===== config.mk =====
export PLATFORM = sky130hd
export DESIGN_NAME = pc_gen
export DESIGN_NICKNAME = d
export VERILOG_FILES = /design/src/rtl/pc_gen_pkg.sv /design/src/rtl/pc_hist_ring.sv /design/src/rtl/pc_gen.sv
export SDC_FILE = /design/constraint.sdc
export NUM_CORES = 1
export LEC_CHECK = 0
export CAP_MARGIN = 15
export CORE_AREA = 2 2 90 178
export CTS_BUF_LIST = sky130_fd_sc_hd__clkbuf_4 sky130_fd_sc_hd__clkbuf_8 sky130_fd_sc_hd__clkbuf_16
export DETAILED_ROUTE_END_ITERATION = 7
export DIE_AREA = 0 0 92 180
export PLACE_DENSITY = 0.72
export SYNTH_ARGS = -nofsm -noshare
export SYNTH_HDL_FRONTEND = slang
export SYNTH_SLANG_ARGS = --single-unit

===== constraint.sdc =====
create_clock -name clk_pi -period 3.1 [get_ports clk_pi]
set_clock_uncertainty 0.05 [all_clocks]
set_input_delay 0.93 -clock clk_pi [delete_from_list [all_inputs] [get_ports clk_pi]]
set_output_delay 0.93 -clock clk_pi [all_outputs]
set_load 0.01 [all_outputs]

===== src/rtl/pc_gen_pkg.sv =====
// pc_gen_pkg: shared FSM state encoding and default parameters for pc_gen
package pc_gen_pkg;
  typedef enum logic [1:0] {BOOT = 2'd0, RUN = 2'd1, HALT = 2'd2} state_t;
  localparam int          DEF_XLEN         = 32;
  localparam logic [31:0] DEF_RESET_VECTOR = 32'h0000_0000;
  localparam logic [31:0] DEF_TRAP_VECTOR  = 32'h0000_0100;
  localparam int          DEF_ILEN_BYTES   = 4;
  localparam int          DEF_HIST_DEPTH   = 4;
endpackage


===== src/rtl/pc_hist_ring.sv =====
// pc_hist_ring: ring of recently issued PCs, index 0 is the newest entry
module pc_hist_ring #(
  parameter int XLEN = 32,
  parameter int HIST_DEPTH = 4,
  localparam int IW = $clog2(HIST_DEPTH)
) (
  input  logic            clk_pi,
  input  logic            reset_n_pi,
  input  logic            push_pi,
  input  logic [XLEN-1:0] push_pc_pi,
  input  logic [IW-1:0]   idx_pi,
  output logic [XLEN-1:0] pc_po,
  output logic [IW:0]     count_po
);
  localparam logic [IW:0] FULL = (IW+1)'(HIST_DEPTH);
  logic [XLEN-1:0] mem [HIST_DEPTH];
  logic [IW-1:0] wp, ra;
  // power-of-two depth lets the read address wrap naturally
  assign ra = wp - IW'(1) - idx_pi;
  assign pc_po = ({1'b0, idx_pi} < count_po) ? mem[ra] : '0;
  always_ff @(posedge clk_pi)
    if (push_pi) mem[wp] <= push_pc_pi;
  always_ff @(posedge clk_pi or negedge reset_n_pi)
    if (!reset_n_pi) begin
      wp <= '0;
      count_po <= '0;
    end else if (push_pi) begin
      wp <= wp + IW'(1);
      count_po <= (count_po == FULL) ? count_po : count_po + (IW+1)'(1);
    end
endmodule


===== src/rtl/pc_gen.sv =====
// pc_gen: program counter generator with redirects, halt control and issue history
module pc_gen import pc_gen_pkg::*; #(
  parameter int XLEN = DEF_XLEN,
  parameter logic [XLEN-1:0] RESET_VECTOR = XLEN'(DEF_RESET_VECTOR),
  parameter logic [XLEN-1:0] TRAP_VECTOR = XLEN'(DEF_TRAP_VECTOR),
  parameter int ILEN_BYTES = DEF_ILEN_BYTES,
  parameter int HIST_DEPTH = DEF_HIST_DEPTH,
  localparam int IW = $clog2(HIST_DEPTH)
) (
  input  logic            clk_pi,
  input  logic            reset_n_pi,
  input  logic            halt_pi,
  input  logic            resume_pi,
  input  logic            branch_taken_pi,
  input  logic [XLEN-1:0] branch_target_pi,
  input  logic            trap_pi,
  input  logic            fetch_ready_pi,
  output logic            fetch_valid_po,
  output logic [XLEN-1:0] pc_po,
  output logic            misalign_po,
  output logic [1:0]      state_po,
  input  logic [IW-1:0]   hist_idx_pi,
  output logic [XLEN-1:0] hist_pc_po,
  output logic [IW:0]     hist_count_po
);
  state_t state_q;
  logic [XLEN-1:0] pc_q, pc_d;
  logic live, misal, redirect, fire;
  assign live = state_q != BOOT;
  assign misal = branch_taken_pi & ~trap_pi & |(branch_target_pi & XLEN'(ILEN_BYTES - 1));
  assign redirect = live & (trap_pi | branch_taken_pi);
  assign fetch_valid_po = state_q == RUN;
  // a halting cycle squashes its own request so the PC is reissued on resume
  assign fire = fetch_valid_po & fetch_ready_pi & ~redirect & ~halt_pi;
  assign pc_po = pc_q;
  assign state_po = state_q;
  always_comb
    pc_d = !redirect ? (fire ? pc_q + XLEN'(ILEN_BYTES) : pc_q)
                     : ((trap_pi | misal) ? TRAP_VECTOR : branch_target_pi);
  always_ff @(posedge clk_pi or negedge reset_n_pi)
    if (!reset_n_pi) begin
      state_q <= BOOT;
      pc_q <= RESET_VECTOR;
      misalign_po <= 1'b0;
    end else begin
      pc_q <= pc_d;
      misalign_po <= live & misal;
      case (state_q)
        BOOT: state_q <= RUN;
        RUN: if (halt_pi) state_q <= HALT;
        HALT: if (resume_pi) state_q <= RUN;
        default: state_q <= BOOT;
      endcase
    end
  pc_hist_ring #(.XLEN(XLEN), .HIST_DEPTH(HIST_DEPTH)) u_hist (
    .clk_pi(clk_pi),
    .reset_n_pi(reset_n_pi),
    .push_pi(fire),
    .push_pc_pi(pc_q),
    .idx_pi(hist_idx_pi),
    .pc_po(hist_pc_po),
    .count_po(hist_count_po)
  );
endmodule


# == After elaboration in Yosys (flattened, before gate mapping) ==
# Memory sizes are Yosys's and may differ from the RTL's.
# Cells that the tools add are included.
# op_classes
n_eq_ne,5
reduce_logical,6
mux,9
n_bitwise,13
n_lt_le_gt_ge,1
add_sub_neg,5
# op_table
cell,count
$mux W32,4
$add A32 B3 Y32 const B,1
$and A1 B1 Y1,7
$pmux W2 S3,1
$mux W2,2
$ne A2 B2 Y1 const B,2
$not A1 Y1,4
$reduce_and A2 Y1,2
$reduce_bool A2 Y1,2
$add A3 B1 Y3 const B,1
$eq A3 B3 Y1 const B,1
$lt A2 B3 Y1,1
$add A2 B1 Y2 const B,1
$eq A2 B1 Y1 const B,1
$eq A2 B2 Y1 const B,1
$logic_not A2 Y1,1
$mux W1,2
$or A1 B1 Y1,2
$reduce_or A2 Y1,1
$sub A2 B1 Y2 const B,1
$sub A2 B2 Y2,1
# word_totals
output_inout_bits,71
mem_bits_rw,128
mem_count,1
wordCells,45
in_bits,41
ff_bits,40
# mem_list
name,depth,word_bits,rd,rd_clocked_by_memory_dff,write_ports,line,rtl
u_hist.mem,4,32,1,0,1,pc_hist_ring.sv:16,logic [XLEN-1:0] mem [HIST_DEPTH];

# == Logic depth before layout (Yosys ltp) ==
# depth
word_depth,7
depth_mapped,7
mapped_depth_nobuf,6

# == Hierarchy ==
# From an unflattened synthesis, not the netlist that was laid out.
# hier_totals
hier_cells,467
area_unflattened_um2,7445.9
# modules_own_cells
mod,area_each_um2,seq_area_each_um2,cells_per_inst,instances
pc_hist_ring,5313.8,3968.8,239,1
pc_gen,2132.0,875.8,228,1

# == Worst setup path before layout ==
# Ideal clock, no wire load.
# synth_timing
kind,input-to-output
startpoint,input hist_idx_pi[0]
endpoint,output hist_pc_po[13]
path_stages,7
slack_ns,-0.242
t_arrival_ns,2.362
n_path_buf,1
t_required_ns,2.120
cell_sequence,inv_1 ha_1 xnor2_1 xnor2_4 buf_2 mux2i_1 o22ai_1
# synth_between
elab_chain_len,3
elab_cells_between_ends,4
classes_between,add/sub (1); order compare (1); mux (1); memory (1)
# synth_rtl
element,line,rtl
from (decl),pc_gen.sv:22,"input logic [IW-1:0] hist_idx_pi,"
$sub A2 B2 Y2,pc_hist_ring.sv:19,assign ra = wp - IW'(1) - idx_pi;
$mem_v2 Z4 W32,n/a,
$mux W32 (*),pc_hist_ring.sv:20,"assign pc_po = ({1'b0, idx_pi} < count_po) ? mem[ra] : '0;"
to (decl),pc_gen.sv:23,"output logic [XLEN-1:0] hist_pc_po,"
# Every way passes the cells marked *; elsewhere a longest branch is shown, timed or not.

# == Final worst setup path ==
# layout_timing
startpoint,input hist_idx_pi[0]
endpoint,output hist_pc_po[2]
# Same word-level chain as after synthesis.

==> results.py <==
metrics = {
    "clocking": {
        "cts_max_path_buffers": 2,
        "hold_buffers": 0,
        "clock_sinks": 168,
        "clkTransAtPathRegs_ps": 70,
        "cts_root_buffer": "clkbuf_16",
        "clk_latency_ps": 420,
        "cts_buffers": 17,
        "ctsHtreeMaxLevel": 4,
        "cts_tree": "done",
    },
    "cells_and_area": {
        "layout-drive-gt1-share_pct": 25.2,
        "fin_cells": 892,
        "syn2layout_area_growth_pct": 36.3,
        "fin_util_pct": 65.2,
        "n_antenna_cell": 0,
        "fin_nets": 731,
    },
    "setup_path": {
        "start_kind": "input pin",
        "cp-end-kind": "output pin",
        "path_max_fanout": 7,
        "critical_path_required_ps": 2120,
        "cp.arrival_ps": 2500,
        "path_class": "in -> out",
    },
    "placement": {
        "gp_congestion": 0.904,
        "dp_hpwl_um": 12900,
        "dp_slack_ps": -1300,
        "place_inst": 847,
        "io_buffers": 111,
    },
    "global_routing": {
        "first_global_vias": 5284,
        "grt_use_total_pct": 23.4,
        "grt_max_degree": 25,
        "antenna_found_initial": 0,
        "grt_overflow": 0,
        "grt_pass1_wl_um": 29000,
    },
    "yosys": {
        "synth_cell_types": 51,
        "syn_inst": 518,
        "synth-seq-cells": 168,
        "seq_area_frac_synth_pct": 66.6,
        "syn_area_mm2": 0.00728,
        "syn_nets": 568,
        "avgSynthCellArea_um2": 14.1,
        "yosys_warnings": 0,
        "ys.flop_type": "edfxtp_1",
        "synth-async-reset-ratio_pct": 23.8,
        "synth_edf_count": 128,
    },
    "detailed_routing": {
        "antenna_left": 0,
        "drtPass1Iterations": 4,
        "vias_per_cell": 5.70,
        "routed_wl_um": 19100,
        "route.detailed.drc": 0,
        "wl_per_cell_um": 21.5,
        "drt_iter0_markers": 304,
        "num_vias": 5086,
    },
    "floorplanning": {
        "row_count": 64,
        "dieArea_mm2": 0.0166,
        "die_w_um": 92,
        "die_y_um": 180,
        "ios": 112,
        "initial_utilization_pct": 47.8,
        "core_area_mm2": 0.0152,
    },
    "outcome": {
        "status": "complete, but fails checks",
        "violations": "negative setup slack",
    },
    "pwr": {
        "pwr-share-clk_pct": 21.8,
        "pwr-share-seq_pct": 31.5,
        "switchingPower_mw": 3.03,
        "powerDensity_mw_per_mm2": 902,
        "p_int_mw": 5.93,
        "power_mw": 8.95,
        "ir_worst_vdd_uv": 536,
        "p_leak_nw": 3.69,
        "switching_share_pct": 33.8,
        "comb_power_share_pct": 46.7,
    },
    "sta": {
        "drv_slew": 0,
        "slew_headroom_pct": 61.2,
        "setup_ws_ps": -375,
        "fmax_mhz": 288,
        "worst_pin_slew_ps": 582,
        "finalSetupViolations": 32,
        "rsz0062_at_grt": "yes",
        "fin_crit_sh_pct": 112,
        "finalHoldViolCount": 0,
        "fin_crit_ps": 3480,
    },
    "flow_run": {
        "drv_cap": 0,
    },
    "worst_hold_path": {
        "hold_path.class": "in -> async",
    },
}
[layout make-up]
cell class	count	area [µm²]
Clock buffer	20	460
Inverter	7	38.8
Tap cell	198	248
Multi-Input combinational cell	322	2570
Timing Repair Buffer	165	1660
Clock inverter	12	96.3
Fill cell	1105	5290
Sequential cell	168	4840
[routing by layer]
layer	vias to the layer above	track usage, %	share of wire (%)
li1	2314	-	-
met1	2553	24.5	35
met2	177	44.2	57
met3	42	4.15	4.2
met4	0	10.6	3.7
met5	-	0	0
[power by group through the flow]
stage               clock network [mW]  logic, mW  registers [mW]
floorplan                            0       1.79            2.84
CTS                               1.96       4.04            2.82
global route                      2.04       4.41            2.84
global placement                     0       3.52            2.85
detailed placement                   0       3.59            2.86
finish                            1.95       4.18            2.82
[Yosys cell counts (10+ instances only)]
master	count	area share, %
nand2_1	45	2.3
mux2i_1	65	8.9
edfxtp_1	128	53
nand4_1	11	0.95
nand3_1	10	0.69
nor2_1	18	0.93
a21oi_1	11	0.76
o21ai_1	13	0.89
dfrtp_1	40	14
o21ai_0	19	1.3
o22ai_1	33	2.8
xnor2_1	11	1.3
[cells in the final DEF, fill, tap and decap left out, drive strengths merged, types with 18 or more instances in the layout]
cell type      instances
clkdlybuf4s50         76
nand2                 46
mux2i                 65
dfrtp                 40
nor2                  18
clkbuf                20
buf                   89
o22ai                 33
o21ai                 32
edfxtp               128
[logic make-up (layout without fill, tap and decap cells)]
group                      count (synthesis)  count (layout)  share of synthesized area, %
and+or+nand+nor                          127             127                          9.90
adders and majority gates                  9               9                          1.55
DFF                                      168             168                          66.6
xor gates and xnor gates                  21              21                          2.78
buffers and inverters                     28             204                          1.80
muxes                                     66              66                          9.09
AOI/OAI and AO/OA                         99              99                          8.32
[critical path, cell delays in order]
cell and delay, ps:
buf_8 90, inv_12 30, ha_4 160, xnor2_4 140, xnor2_4 140, buf_12 150
buf_8 130, buf_6 130, mux2i_2 150, o22ai_2 260, buf_2 180
[flip-flops by register name (all words and copies together), names as in the netlist]
| signal | flops |
|---|---|
| u_hist.mem | 128 |
| pc_po | 32 |
| u_hist.count_po | 3 |
| misalign_po | 1 |
| state_po | 2 |
| u_hist.wp | 2 |
[what timing repair did]
item | CTS | global route
cloned | 5 | 0
endpoints found under the setup margin | 32 | 32
pin swaps | 18 | 12
resized for setup | 166 | 33
setup buffers | 7 | 3
[worst paths after layout]
path | endpoint | start | slack (ps) | cells past startpoint
worst max register to register | pc_po[28] | pc_po[3] | 800 | 6
worst max-delay path | hist_pc_po[2] | hist_idx_pi[0] | -380 | 11
min in group clk_pi | u_hist.mem[0][28] | pc_po[28] | 480 | 0
worst min-delay path | state_po[1] | reset_n_pi | 450 | 1
max in group asynchronous | pc_po[29] | reset_n_pi | 1840 | 2
worst min register to register | u_hist.mem[0][28] | pc_po[28] | 480 | 0
[per-stage QoR]
stage	TNS [ps]	hold slack [ps]	instance area [µm²]
final	-9180	452	9920
after global routing	-11380	474	9920
after CTS	-9470	465	9800
after detailed placement	-39490	483	9070
after global placement	-38670	463	9070
after floorplan	-1200	503	7360
No activity file was read; power rests on OpenSTA's default activity.
